<file path="src/rtl/decode_instr_window.sv">
`default_nettype none
// decode_instr_window: circular byte buffer that strips legacy prefixes and
// presents a 9-byte little-endian instruction window to the decoder.
// Revision 1.0
module decode_instr_window #(
  parameter int DEPTH      = 16,
  parameter int MAX_PREFIX = 4
) (
  input  logic        clk,
  input  logic        rst,
  input  logic        in_valid,
  input  logic [7:0]  in_byte,
  input  logic        in_last,
  output logic        in_ready,
  output logic        instr_valid,
  output logic [71:0] unescaped_instr,
  output logic        prefix_address_16bit,
  output logic        prefix_operand_16bit,
  output logic        prefix_lock,
  output logic [1:0]  prefix_rep,
  output logic [2:0]  prefix_seg,
  input  logic        consume_valid,
  input  logic [3:0]  consume_len,
  output logic        err
);

  localparam int AW = $clog2(DEPTH);
  localparam int PW = $clog2(MAX_PREFIX + 2);

  typedef enum logic [1:0] {
    S_STRIP = 2'd0,
    S_READY = 2'd1,
    S_ERROR = 2'd2
  } state_t;

  state_t        r_state;
  state_t        w_state_nxt;
  logic [7:0]    r_mem [DEPTH];
  logic [AW-1:0] r_rd;
  logic [AW-1:0] r_wr;
  logic [AW:0]   r_count;
  logic          r_eos;
  logic          r_addr16;
  logic          r_op16;
  logic          r_lock;
  logic [1:0]    r_rep;
  logic [2:0]    r_seg;
  logic [PW-1:0] r_pcnt;

  logic [7:0]    w_head;
  logic          w_is_prefix;
  logic          w_push;
  logic          w_strip;
  logic          w_clr;
  logic [3:0]    w_pop_amt;
  logic          w_len_ok;

  assign w_head   = r_mem[r_rd];
  assign in_ready = (r_count < (AW+1)'(DEPTH)) && (r_state != S_ERROR) && !r_eos;
  assign w_push   = in_valid && in_ready;
  assign w_len_ok = (consume_len != 4'd0) && (consume_len <= 4'd9) &&
                    ((AW+1)'(consume_len) <= r_count);

  always_comb begin
    w_is_prefix = 1'b1;
    case (w_head)
      8'h26, 8'h2E, 8'h36, 8'h3E, 8'h64, 8'h65,
      8'h66, 8'h67, 8'hF0, 8'hF2, 8'hF3: w_is_prefix = 1'b1;
      default:                           w_is_prefix = 1'b0;
    endcase
  end

  always_comb begin
    w_state_nxt = r_state;
    w_strip     = 1'b0;
    w_clr       = 1'b0;
    w_pop_amt   = 4'd0;
    case (r_state)
      S_STRIP: begin
        if (r_count != '0) begin
          if (w_is_prefix) begin
            // A prefix beyond the legal run length is a fault, not a pop.
            if (r_pcnt == PW'(MAX_PREFIX)) begin
              w_state_nxt = S_ERROR;
            end else begin
              w_strip   = 1'b1;
              w_pop_amt = 4'd1;
            end
          end else if ((r_count >= (AW+1)'(9)) || r_eos) begin
            w_state_nxt = S_READY;
          end
        end
      end
      S_READY: begin
        if (consume_valid) begin
          if (w_len_ok) begin
            w_pop_amt   = consume_len;
            w_clr       = 1'b1;
            w_state_nxt = S_STRIP;
          end else begin
            w_state_nxt = S_ERROR;
          end
        end
      end
      default: w_state_nxt = S_ERROR;
    endcase
  end

  always_ff @(posedge clk or posedge rst) begin
    if (rst) begin
      r_state  <= S_STRIP;
      r_rd     <= '0;
      r_wr     <= '0;
      r_count  <= '0;
      r_eos    <= 1'b0;
      r_addr16 <= 1'b0;
      r_op16   <= 1'b0;
      r_lock   <= 1'b0;
      r_rep    <= 2'b00;
      r_seg    <= 3'd0;
      r_pcnt   <= '0;
    end else begin
      r_state <= w_state_nxt;
      if (w_push) begin
        r_wr <= r_wr + AW'(1);
        if (in_last) r_eos <= 1'b1;
      end
      r_rd    <= r_rd + AW'(w_pop_amt);
      r_count <= r_count + (AW+1)'(w_push) - (AW+1)'(w_pop_amt);
      if (w_clr) begin
        r_addr16 <= 1'b0;
        r_op16   <= 1'b0;
        r_lock   <= 1'b0;
        r_rep    <= 2'b00;
        r_seg    <= 3'd0;
        r_pcnt   <= '0;
      end else if (w_strip) begin
        r_pcnt <= r_pcnt + PW'(1);
        case (w_head)
          8'h67:   r_addr16 <= 1'b1;
          8'h66:   r_op16   <= 1'b1;
          8'hF0:   r_lock   <= 1'b1;
          8'hF3:   r_rep    <= 2'b01;
          8'hF2:   r_rep    <= 2'b10;
          8'h26:   r_seg    <= 3'd1;
          8'h2E:   r_seg    <= 3'd2;
          8'h36:   r_seg    <= 3'd3;
          8'h3E:   r_seg    <= 3'd4;
          8'h64:   r_seg    <= 3'd5;
          8'h65:   r_seg    <= 3'd6;
          default: ;
        endcase
      end
    end
  end

  // Storage needs no reset: stale entries are masked by r_count.
  always_ff @(posedge clk) begin
    if (w_push) r_mem[r_wr] <= in_byte;
  end

  for (genvar k = 0; k < 9; k++) begin : g_win
    logic [AW-1:0] w_idx;
    assign w_idx = r_rd + AW'(k);
    assign unescaped_instr[8*k+7:8*k] = ((AW+1)'(k) < r_count) ? r_mem[w_idx] : 8'h00;
  end

  assign instr_valid          = (r_state == S_READY);
  assign err                  = (r_state == S_ERROR);
  assign prefix_address_16bit = r_addr16;
  assign prefix_operand_16bit = r_op16;
  assign prefix_lock          = r_lock;
  assign prefix_rep           = r_rep;
  assign prefix_seg           = r_seg;

endmodule
`default_nettype wire

</file>
<file path="config.mk">
export PLATFORM = sky130hd
export DESIGN_NAME = decode_instr_window
export DESIGN_NICKNAME = d
export VERILOG_FILES = /design/src/rtl/decode_instr_window.sv
export SDC_FILE = /design/constraint.sdc
export NUM_CORES = 1
export LEC_CHECK = 0
export BUFFER_PORTS_ARGS = -buffer_cell sky130_fd_sc_hd__buf_2
export CAP_MARGIN = 20
export CORE_MARGIN = 1.5
export CORE_UTILIZATION = 62
export DETAILED_ROUTE_END_ITERATION = 10
export HOLD_SLACK_MARGIN = 0.1
export PLACE_DENSITY = 0.9
export SLEW_MARGIN = 30
export SYNTH_ARGS = -nofsm -noshare
export SYNTH_HDL_FRONTEND = slang
export SYNTH_SLANG_ARGS = --single-unit
export TNS_END_PERCENT = 30
</file>
<file path="constraint.sdc">
create_clock -name clk -period 9.2 [get_ports clk]
set_clock_uncertainty 0.15 [all_clocks]
set_input_delay 0 -clock clk [delete_from_list [all_inputs] [get_ports clk]]
set_output_delay 0 -clock clk [all_outputs]
set_load 0.05 [all_outputs]
</file>
# --- Word-level counts from Yosys, hierarchy flattened ---
# Memory sizes are Yosys's and may differ from the RTL's.
# Index checks and enable logic that the tools add are counted.
totals:
  inputBits: 17
  ff_bits: 27
  output_inout_bits: 83
  ramBits: 128
  memories: 1
mem_list:
  columns: ["name", "words", "width", "rd", "rd_ports_with_merged_regs", "write_ports", "line", "source"]
  rows:
  - ["r_mem", 16, 8, 9, 0, 1, "38", "logic [7:0] r_mem [DEPTH];"]
classes:
  muxes: 49
  reduce_logical: 24
  order_cmp: 13
  add_sub_neg: 13
  eq_ne: 19
op_table:
  columns: ["cell", "count"]
  rows:
  - ["two-way mux 8 bit", 9]
  - ["equality test 8 x 6 -> 1 bit, second input constant", 4]
  - ["equality test 8 x 7 -> 1 bit, second input constant", 4]
  - ["equality test 8 bit, second input constant", 3]
  - ["two-way mux 1 bit", 22]
  - ["less-than comparator 3 x 5 -> 1 bit, first input constant", 4]
  - ["case mux 3 bit (6 select lines)", 1]
  - ["adder 4 x 3 -> 4 bit, second input constant", 4]
  - ["two-way mux 2 bit", 8]
  - ["two-way mux 3 bit", 4]
  - ["AND reduction 2 bit", 6]
  - ["OR reduction 11 bit", 1]
  - ["less-than comparator 1 x 5 -> 1 bit, first input constant", 2]
  - ["less-than comparator 2 x 5 -> 1 bit, first input constant", 2]
  - ["adder 4 x 1 -> 4 bit, second input constant", 2]
  - ["adder 4 x 2 -> 4 bit, second input constant", 2]
  - ["two-way mux 4 bit", 2]
  - ["case mux 2 bit (2 select lines)", 2]
  - ["case mux 4 bit (2 select lines)", 1]
  - ["nonzero test 2 bit", 4]
  - ["nonzero test 7 bit", 1]
  - ["inequality test 3 bit, second input constant", 2]
  - ["adder 5 x 1 -> 5 bit", 1]
  - [">= comparator 5 x 4 -> 1 bit, second input constant", 1]
  - ["other kinds (21)", 26]

# --- Depth between registers and ports, before layout ---
# Gate-level depths: netlist (run 1).
# An unclocked memory read counts as a cell.
depth:
  word_depth: 9
  depth_mapped: 19
  depth_no_buf: 17

# --- Least setup slack after synthesis (run 1) ---
# Ideal clock, no wire load.
synth_path:
  path_type: "reg2out"
  start: "reg r_rd[1]"
  end: "out unescaped_instr[61]"
  n_path_buf: 6
  required_ns: 9.050
  stages_incl_launch_ff: 13
  arrival_ns: 3.955
  slack_ns: 5.095
  cell_sequence: "dfrtp_1 buf_6 buf_12 buf_6 inv_1 ha_1 buf_2 clkbuf_1 clkbuf_1 mux4_2 and2_1 a211oi_1 a211oi_1"
synth_between:
  elab_chain_len: 3
synth_lines:
  columns: ["item", "line", "source"]
  rows:
  - ["from (decl)", "39", "logic [AW-1:0] r_rd;"]
  - ["from (signal assigned)", "128", "r_rd <= r_rd + AW'(w_pop_amt);"]
  - ["adder 4 x 3 -> 4 bit", "164", "assign w_idx = r_rd + AW'(k);"]
  - ["memory read (16 x 8 bit)", null, null]
  - ["two-way mux 8 bit", "165", "assign unescaped_instr[8*k+7:8*k] = ((AW+1)'(k) < r_count) ? r_mem[w_idx] : 8'h00;"]
  - ["to (decl)", "16", "output logic [71:0] unescaped_instr,"]
# Every way passes these cells.

# --- Worst setup path in the final report (run 1) ---
layout_path:
  start: "reg r_rd[0]"
  end: "reg r_count[4]"
layout_between:
  elab_chain_len: 8
  word_cells_on_any_way: 18
  cone_classes: "1 x add/sub; 11 x eq/ne; 4 x mux; 1 x reduce/logical; 1 x memory"
layout_lines:
  columns: ["item", "line", "source"]
  rows:
  - ["memory read (16 x 8 bit) *", null, null]
  - ["equality test 8 x 7 -> 1 bit (tied with other cells)", "66", "case (w_head)"]
  - ["OR reduction 11 bit *", "66", null]
  - ["two-way mux 1 bit *", "66", null]
  - ["two-way mux 1 bit *", "81", "if (w_is_prefix) begin"]
  - ["two-way mux 1 bit *", "80", "if (r_count != '0) begin"]
  - ["case mux 4 bit (2 select lines) *", "78", "case (r_state)"]
  - ["subtractor 5 x 4 -> 5 bit *", "129", "r_count <= r_count + (AW+1)'(w_push) - (AW+1)'(w_pop_amt);"]
  - ["to (signal assigned)", "129", null]
  - ["to (decl)", "41", "logic [AW:0] r_count;"]
# Every way passes the cells marked *; elsewhere a longest branch is shown, timed or not.
# A chain may end at the register's enable or synchronous reset.

==> summary.md, run 1 <==
| Metric | Value |
|---|---|
| Async S/R FF share, synth | `17.4%` |
| Syn Nets | `855` |
| CTS Buf Count | `17` |
| Main flop type after synthesis | `edfxtp_1` |
| Most common cell in the netlist | `mux4_2` |
| TNS Setup | `0 ns` |
| Largest cells by area after synthesis | `mux4_2, edfxtp_1, dfrtp_1, mux2i_1, ha_1` |
| Ant diodes | `0` |
| Vias/cell | `7.83` |
| Routed via count | `9351` |
| Syn. warnings | `0` |
| Initial antenna violation count | `1` |
| Proportion of synthesized chip area in sequential cells | `37.7%` |
| First-pass GRT wire length | `56000 um` |
| Initial core utilization | `63.7%` |
| DRC marker count from the first detailed-route iteration | `1774` |
| RR Endpoint | `r_count[4]` |
| Core area | `18800 um^2` |
| ANT nets after route | `0` |
| R2R Setup Slk | `3.85 ns` |
| Synth cell types | `61` |
| Aggregate global-route resource usage | `38.9%` |
| Worst path required time | `9.37 ns` |
| First-pass DRT Iterations | `6` |
| Min Tclk post-route | `5.35 ns` |
| WP data arrival | `5.52 ns` |
| Status | `finished, final reports clean` |
| Worst path bufs/invs | `5` |
| Setup Fix Bufs, Post-CTS | `0` |
| EDFF count, synth | `128` |
| Share of cells above drive strength 1 | `40.3%` |
| R2R depth | `18` |
| Max-slew headroom | `31.4%` |
| Syn Inst Count | `808` |
| Largest net degree at the start of global routing | `68` |
| Final Routed Wirelength | `37900 um` |
| Max-cap violation count | `0` |
| Mapped cell area | `12000 um^2` |
| Critical-path top delay cell | `buf_4` |
| CP Capture Type | `flop` |
| Final HPWL DP | `25000 um` |
| Root buffer cell | `clkbuf_16` |
| Critical setup path kind | `flop to flop` |
| Family with the most delay on the worst path | `buffers and inverters` |
| Crit-path max cell delay | `0.76 ns` |
| Synth area leader | `mux4_2` |
| Vias in the first global route | `9053` |
| Final hold vios | `0` |
| Buffers on Ports | `99` |
| Row cnt | `50` |
| Post-DR wirelength/cell | `31.7 um` |
| RD Place Congestion | `0.967` |
| DIE AREA | `20200 um^2` |
| CTS tree | `built` |
| Worst flop-to-flop path startpoint | `r_rd[0]` |
| Final net count | `968` |
| Yosys top cell area share | `32.7%` |
| CTS clk-pin slew, worst paths | `0.07 ns` |
| Post-synth top cells | `mux4_2, edfxtp_1, mux2i_1` |
| Clk buf depth | `2` |
| CP cell instances | `buf_4, buf_6, nor2_1, a22o_1, nor3_1, o32ai_4, nand3_2, a31oi_4, a21o_1, ha_1, inv_1, ha_1, inv_1, fa_1, inv_1, a21o_1, a21oi_1, xnor2_1` |
| Die height | `142 um` |
| Final Max Tran Viols | `0` |
| Worst hold stages | `4` |
| H-Tree Depth | `4` |
| Min-Delay Path Class | `input port to flop` |
| P&R area growth vs syn | `13.7%` |
| Skew-Pair Late Insertion Delay | `0.44 ns` |
| Final setup violation count | `0` |
| Tcrit/Tclk final | `58.2%` |
| CTS sink count | `155` |
| Most frequent cell on the critical path | `inv_1` |
| IO Pins | `100` |
| CP Launch Type | `flop` |
| Grt ovf | `0` |
| Crit-path max FO | `67` |
| Min-delay src | `consume_valid` |
| RSZ-0062 raised after global routing | `false` |
| Worst Hold End | `r_state[0]` |
| # resized after CTS | `0` |
| Yosys reg bits | `155` |
| Least-Margin Pin Slew | `1.02 ns` |
| Synth Area per Inst | `14.9 um^2` |
| Max Clock Freq | `187 MHz` |
| Post-route DRC | `0` |
| Die Wd | `142 um` |
[repair_timing]
| action | in CTS | in global routing |
|---|---|---|
| hold endpoints to repair | 180 | 0 |
| hold buffers | 19 | 0 |
| endpoints found under the setup margin | 0 | 0 |
[area by class of cell]
type,count,area [um^2]
flip-flops and latches,155,4530
fillers,1099,5180
well taps,260,325
repair buffers,152,965
inverters,27,101
clock buffers,17,425
clock inverters,15,160
multi-input cells,568,7140
[tightest hold or removal path: cells and delay by family]
| family | cells | cell delay, ns |
|---|---|---|
| buf+inv | 2 | 0.66 |
| simple gates | 1 | 0.12 |
| compound gates | 1 | 0.07 |
[metrics by stage]
step	utilization (%)	worst slack [ns]	std cells	cell area (um^2)	hold WS, ns
global placement	68.0	3.84	1141	12800	-0.0477
CTS	72.4	3.87	1194	13600	0.282
detailed placement	68.3	3.87	1143	12900	-0.0382
floorplan	-	5.10	808	12000	-0.0973
finish	72.5	3.85	1194	13600	0.307
global route	72.5	3.39	1194	13600	0.313
[sequential cells by signal, indices dropped and copies added (netlist names)]
| name | count |
|---|---|
| prefix_seg | 3 |
| r_wr | 4 |
| prefix_rep | 2 |
| r_pcnt | 3 |
| r_eos | 1 |
| r_rd | 4 |
| r_count | 5 |
| r_mem | 128 |
| r_state | 2 |
| prefix_operand_16bit | 1 |
| prefix_lock | 1 |
| prefix_address_16bit | 1 |
[worst max path at each step]
| stage | end | slack [ns] | depth (start not counted) | start |
|---|---|---|---|---|
| after global placement | r_count[4] | 3.84 | 18 | r_rd[0] |
| after detailed placement | r_count[4] | 3.87 | 18 | r_rd[0] |
| after CTS | r_count[4] | 3.87 | 18 | r_rd[0] |
| after floorplan | unescaped_instr[61] | 5.10 | 12 | r_rd[1] |
| final | r_count[4] | 3.85 | 18 | r_rd[0] |
| after global routing | r_count[4] | 3.39 | 18 | r_rd[0] |
[placed cells by master, fill, tap and decap left out, drive strengths merged, types with 5 or more instances in the layout]
master	n
dlygate4sd3	19
o21ai	7
mux2	10
clkbuf	17
and3	7
nand4	7
and2	27
edfxtp	128
nor2	35
a211oi	36
clkinv	5
a21o	5
nand2b	5
nor2b	39
xnor2	15
nor3	16
nand2	32
buf	133
nand3	5
mux4	186
inv	33
a21oi	18
o21a	5
dfrtp	27
mux2i	50
ha	28
[metal layers]
| layer | track usage (%) | wire (um) | vias up |
|---|---|---|---|
| li1 | - | - | 3591 |
| met1 | 49.3 | 12200 | 4588 |
| met2 | 59.4 | 17300 | 962 |
| met3 | 12.4 | 5740 | 210 |
| met4 | 23.4 | 2640 | 0 |
| met5 | 0 | 0 | - |
[cells by family (layout without fill, tap and decap cells)]
group | count (synthesis) | after routing | share of synthesized area [%]
mux | 246 | 246 | 40.5
buf+inv | 85 | 211 | 3.28
fa+ha+maj | 30 | 30 | 3.25
simple gates | 181 | 181 | 8.23
xor+xnor | 19 | 19 | 1.39
compound gates | 92 | 92 | 5.70
flops | 155 | 155 | 37.7
Power of run 1 is left out: the tool's default activity adds up to more than one toggle a clock period on the data nets, which glitch-free logic cannot reach.
==> inputs of run 2 (changes only) <==
--- a/config.mk
+++ b/config.mk
@@ -8,10 +8,10 @@
 export BUFFER_PORTS_ARGS = -buffer_cell sky130_fd_sc_hd__buf_2
 export CAP_MARGIN = 20
 export CORE_MARGIN = 1.5
-export CORE_UTILIZATION = 62
+export CORE_UTILIZATION = 56
 export DETAILED_ROUTE_END_ITERATION = 10
 export HOLD_SLACK_MARGIN = 0.1
-export PLACE_DENSITY = 0.9
+export PLACE_DENSITY = 0.86
 export SLEW_MARGIN = 30
 export SYNTH_ARGS = -nofsm -noshare
 export SYNTH_HDL_FRONTEND = slang
==> constraint.sdc (replaced) <==
create_clock -name clk -period 4.63 [get_ports clk]
set_clock_uncertainty 0.15 [all_clocks]
set_input_delay 0 -clock clk [delete_from_list [all_inputs] [get_ports clk]]
set_output_delay 0 -clock clk [all_outputs]
set_load 0.05 [all_outputs]
==> run 2 against run 1 <==
Net effect:
- sequential share of layout area shrank 0.28 points
- utilization is 7.0 points lower
- final area up 0.84%
- register-to-register slack worse by 3.6 ns
- die area grew 10%
- flip-flop and latch count did not move
- final cell count up 2.6%
- non-clock buffer count up 15
- via count decreased by 1.2%
- count of clock-buffer cells in the layout did not move
- critical path type unchanged
- highest routed layer unchanged
==> summary.md, run 2 (synthesis results as in run 1) <==
| Metric | Value |
|---|---|
| Status | `finished, final reports clean` |
| Vias in the first global route | `8989` |
| Most common cell after layout, fill and taps aside | `mux4_2` |
| Root buffer cell | `clkbuf_16` |
| Most frequent cell on the critical path | `inv_1` |
| Initial core utilization | `57.1%` |
| TNS Setup | `0 ns` |
| Core area | `21000 um^2` |
| Final net count | `983` |
| RD Place Congestion | `0.979` |
| CP Launch Type | `flop` |
| Worst path bufs/invs | `4` |
| ANT nets after route | `0` |
| Worst path required time | `4.79 ns` |
| Final setup violation count | `0` |
| P&R area growth vs syn | `14.7%` |
| Least-Margin Pin Slew | `1.07 ns` |
| Max-cap violation count | `0` |
| Crit. path cell count | `16` |
| Routed via count | `9243` |
| Grt ovf | `0` |
| CTS Buf Count | `17` |
| Most frequent cells in the layout | `mux4_2, edfxtp_1, buf_2` |
| WP data arrival | `4.56 ns` |
| Max-slew headroom | `28.6%` |
| Die height | `149 um` |
| Min Tclk post-route | `4.39 ns` |
| CP cell instances | `mux4_1, mux2_2, mux2i_2, buf_4, nand4_4, a31oi_4, a21o_1, ha_1, inv_1, ha_1, inv_1, fa_1, inv_1, a21o_1, a21oi_1, xnor2_1` |
| R2R depth | `16` |
| Fill count | `1373` |
| CTS clk-pin slew, worst paths | `0.07 ns` |
| Critical-path top delay cell | `dfrtp_4` |
| Worst flop-to-flop path startpoint | `r_rd[1]` |
| Crit-path max cell delay | `0.75 ns` |
| Clk buf depth | `2` |
| DIE AREA | `22300 um^2` |
| RSZ-0062 raised after global routing | `false` |
| CP endpoint | `r_count[4]` |
| Crit-path max FO | `31` |
| Vias/cell | `7.55` |
| Biggest regs | `r_mem x128, r_count x5` |
| Family with the most delay on the worst path | `multiplexers` |
| Buffers on Ports | `99` |
| DRC marker count from the first detailed-route iteration | `1416` |
| CTS tree | `built` |
| Row cnt | `53` |
| Die Wd | `149 um` |
| First-pass DRT Iterations | `5` |
| Min-delay src | `consume_valid` |
| H-Tree Depth | `4` |
| Max reg flops | `128` |
| Post-route DRC | `0` |
| Initial antenna violation count | `1` |
| Largest register by flop count | `r_mem` |
| Final HPWL DP | `25900 um` |
| Share of cells above drive strength 1 | `41.5%` |
| IO Pins | `100` |
| Final Max Tran Viols | `0` |
| R2R Setup Slk | `0.24 ns` |
| Final hold vios | `0` |
| Crit path from | `r_rd[1]` |
| Max Clock Freq | `228 MHz` |
| Tcrit/Tclk final | `94.9%` |
| CTS sink count | `155` |
| Min-Delay Path Class | `input port to flop` |
| Largest net degree at the start of global routing | `57` |
| First-pass GRT wire length | `56100 um` |
| RR Endpoint | `r_count[4]` |
| CP Capture Type | `flop` |
| Critical setup path kind | `flop to flop` |
| Post-DR wirelength/cell | `30.9 um` |
| Final Routed Wirelength | `37900 um` |
| Skew-Pair Late Insertion Delay | `0.43 ns` |
| Aggregate global-route resource usage | `35.4%` |
[run 2: layout make-up]
| class | count | area (um^2) | area share [%] |
|---|---|---|---|
| timing repair buffer | 167 | 1070 | 7.74 |
| multi-input combinational | 568 | 7160 | 52.0 |
| inverter | 27 | 101 | 0.736 |
| clock inverter | 15 | 136 | 0.991 |
| antenna | 1 | 2.50 | 0.0182 |
| sequential | 155 | 4530 | 32.9 |
| clock buffer | 17 | 425 | 3.09 |
| tap | 275 | 344 | 2.50 |
[run 2: metal layers]
metal | GRT usage [%] | up-vias | routed length, um
li1 | - | 3622 | -
met1 | 44.3 | 4534 | 12700
met2 | 52.2 | 904 | 17000
met3 | 13.9 | 183 | 5710
met4 | 20.7 | 0 | 2520
met5 | 0 | - | 0
[run 2: repair_timing]
item	4_1_cts	5_1_grt
hold endpoints to repair	181	0
hold buffers	19	0
setup endpoints to repair	0	1
buffers inserted	0	0
resized for setup	0	2
[run 2: worst min path at each step]
stage / end / cells after the start
final: r_state[0] / 4
after global routing: r_state[0] / 4
after CTS: r_state[0] / 4
after detailed placement: r_wr[3] / 3
after global placement: r_rd[1] / 3
after floorplan: prefix_address_16bit / 1
[run 2: worst reg2reg max path: stages, from the launching register on]
cell and delay (ns):
dfrtp_4 0.75, mux4_1 0.65, mux2_2 0.31, mux2i_2 0.35
buf_4 0.23, nand4_4 0.16, a31oi_4 0.24, a21o_1 0.15
ha_1 0.23, inv_1 0.06, ha_1 0.17, inv_1 0.06
fa_1 0.39, inv_1 0.07, a21o_1 0.12, a21oi_1 0.08
xnor2_1 0.13
[run 2: metrics by stage]
stage          instances  util (%)  instance area, um^2  worst slack [ns]  hold slack [ns]
4_1_cts             1224      65.4                13800             0.138            0.265
3_5_place_dp        1173      61.9                13000             0.213          -0.0586
2_1_floorplan        808         -                12000             0.525          -0.0973
3_3_place_gp        1173      61.8                13000             0.466          -0.0593
5_1_grt             1224      65.5                13800            0.0167            0.305
6_report            1225      65.5                13800             0.236            0.288
Power of run 2 is left out for the same reason.
==> inputs of run 3 (changes only) <==
--- a/config.mk
+++ b/config.mk
@@ -7,6 +7,7 @@
 export LEC_CHECK = 0
 export BUFFER_PORTS_ARGS = -buffer_cell sky130_fd_sc_hd__buf_2
 export CAP_MARGIN = 20
+export CORE_ASPECT_RATIO = 0.5
 export CORE_MARGIN = 1.5
 export CORE_UTILIZATION = 56
 export DETAILED_ROUTE_END_ITERATION = 10
==> run 3 against run 2 <==
Net effect:
- count of clock-buffer cells in the layout did not move
- utilization rose by 1.2 points
- non-clock buffer count fell by 2
- wire length rose by 2.5%
- flip-flop and latch count did not move
- register-to-register slack improved by 0.02 ns
- die area rose by 0.24%
==> summary.md, run 3 (synthesis results as in run 1) <==
| Metric | Value |
|---|---|
| Min-Delay Path Class | `input port to flop` |
| Max Used Layer | `met5` |
| Worst flop-to-flop path startpoint | `r_rd[1]` |
| Vias in the first global route | `9158` |
| CTS tree | `built` |
| Routed via count | `9395` |
| CTS clk-pin slew, worst paths | `0.07 ns` |
| RSZ-0062 raised after global routing | `false` |
| CTS sink count | `155` |
| Buffers on Ports | `99` |
| WP data arrival | `4.55 ns` |
| Post-DR wirelength/cell | `31.8 um` |
| Initial antenna violation count | `1` |
| Final Max Tran Viols | `0` |
| Crit-path max FO | `9` |
| Final hold vios | `0` |
| Share of cells above drive strength 1 | `41.3%` |
| Max Clock Freq | `229 MHz` |
| First-pass DRT Iterations | `6` |
| Skew-Pair Late Insertion Delay | `0.45 ns` |
| Critical setup path kind | `flop to flop` |
| Clk buf depth | `2` |
| P&R area growth vs syn | `15.5%` |
| Most common cell after layout, fill and taps aside | `mux4_2` |
| Root buffer cell | `clkbuf_16` |
| Post-route DRC | `0` |
| First-pass GRT wire length | `57200 um` |
| Largest register by flop count | `r_mem` |
| Most frequent cells in the layout | `mux4_2, edfxtp_1, buf_2` |
| Final setup violation count | `0` |
| Biggest regs | `r_mem x128, r_count x5` |
| Worst hold margin | `0.255 ns` |
| Row cnt | `37` |
| Tcrit/Tclk final | `94.4%` |
| CP Launch Type | `flop` |
| Final net count | `981` |
| Die height | `107 um` |
| Min-delay src | `consume_valid` |
| IO Pins | `100` |
| Grt ovf | `0` |
| Final Routed Wirelength | `38800 um` |
| Max-cap violation count | `0` |
| Post-Route M1 WL | `12600 um` |
| Vias/cell | `7.70` |
| Die Wd | `210 um` |
| Least-Margin Pin Slew | `1.06 ns` |
| CP Capture Type | `flop` |
| Core area | `20800 um^2` |
| Largest net degree at the start of global routing | `79` |
| TNS Setup | `0 ns` |
| Routed wl met3 | `7060 um` |
| ANT nets after route | `0` |
| Aggregate global-route resource usage | `35.9%` |
| Status | `finished, final reports clean` |
| H-Tree Depth | `4` |
| Max reg flops | `128` |
| Fill count | `1320` |
| RD Place Congestion | `0.981` |
| Worst path required time | `4.81 ns` |
| Crit path from | `r_rd[1]` |
| Max-slew headroom | `29.3%` |
| Area of the multi-input gates | `7140 um^2` |
| Initial core utilization | `57.7%` |
| CTS Buf Count | `17` |
| DIE AREA | `22400 um^2` |
| Min Tclk post-route | `4.37 ns` |
| Final HPWL DP | `25500 um` |
| Register area | `4530 um^2` |
| DRC marker count from the first detailed-route iteration | `1556` |
| Met2 routed WL | `16700 um` |
==> run 3: cell count changes in the layout (fill, tap and decap cells not counted), sizes merged <==
cell and change:
clkinv -4, bufinv +2, buf -1, dlygate4sd3 -1, inv +1
==> run 3: metrics by stage <==
stage,cell area [um^2],cells,utilization (%),setup WS [ns]
global route,13900,1219,66.7,0.0806
detailed placement,13000,1165,62.5,0.211
floorplan,12000,808,-,0.525
finish,13900,1220,66.7,0.261
global placement,13000,1165,62.4,0.310
CTS,13800,1214,66.3,0.135
==> run 3: worst max-delay path: stages, from the launching register on <==
cell and delay, ns:
dfrtp_4 0.60, buf_12 0.17, mux4_1 0.56, mux2i_1 0.25
mux2_2 0.33, nand3_1 0.16, nand3b_2 0.33, a31oi_4 0.26
a21o_1 0.14, ha_1 0.22, inv_1 0.05, ha_1 0.17
inv_1 0.06, fa_1 0.40, inv_1 0.07, a21o_1 0.11
a21oi_1 0.08, xnor2_1 0.13
==> run 3: per-layer routing <==
layer | vias up | track usage, %
li1 | 3614 | -
met1 | 4596 | 44.1
met2 | 956 | 52.2
met3 | 227 | 17.9
met4 | 2 | 19.5
met5 | - | 0
==> run 3: final cells by class <==
| type | instances | share of cell area, % |
|---|---|---|
| Sequential cell | 155 | 32.7 |
| Multi-Input combinational cell | 568 | 51.5 |
| Timing Repair Buffer | 165 | 8.19 |
| Antenna cell | 1 | 0.0181 |
| Clock buffer | 17 | 3.07 |
| Inverter | 27 | 0.731 |
| Tap cell | 273 | 2.47 |
| Clock inverter | 14 | 1.32 |
==> run 3: repair_timing <==
item                                    4_1_cts  5_1_grt
resized for setup                             0        1
setup buffers                                 0        5
hold endpoints to repair                    181        0
endpoints found under the setup margin        0        1
hold buffers                                 18        0
==> run 3: path summary, 6_finish.rpt <==
path,end,slack (ns),cells past startpoint
worst max-delay path,r_count[4],0.26,17
worst min-delay path,r_state[0],0.26,4
worst max register to register,r_count[4],0.26,17
worst min register to register,prefix_operand_16bit,0.35,1
max in group asynchronous,r_rd[1],3.33,4
min in group asynchronous,r_pcnt[1],0.57,4
Power of run 3 is left out for the same reason.
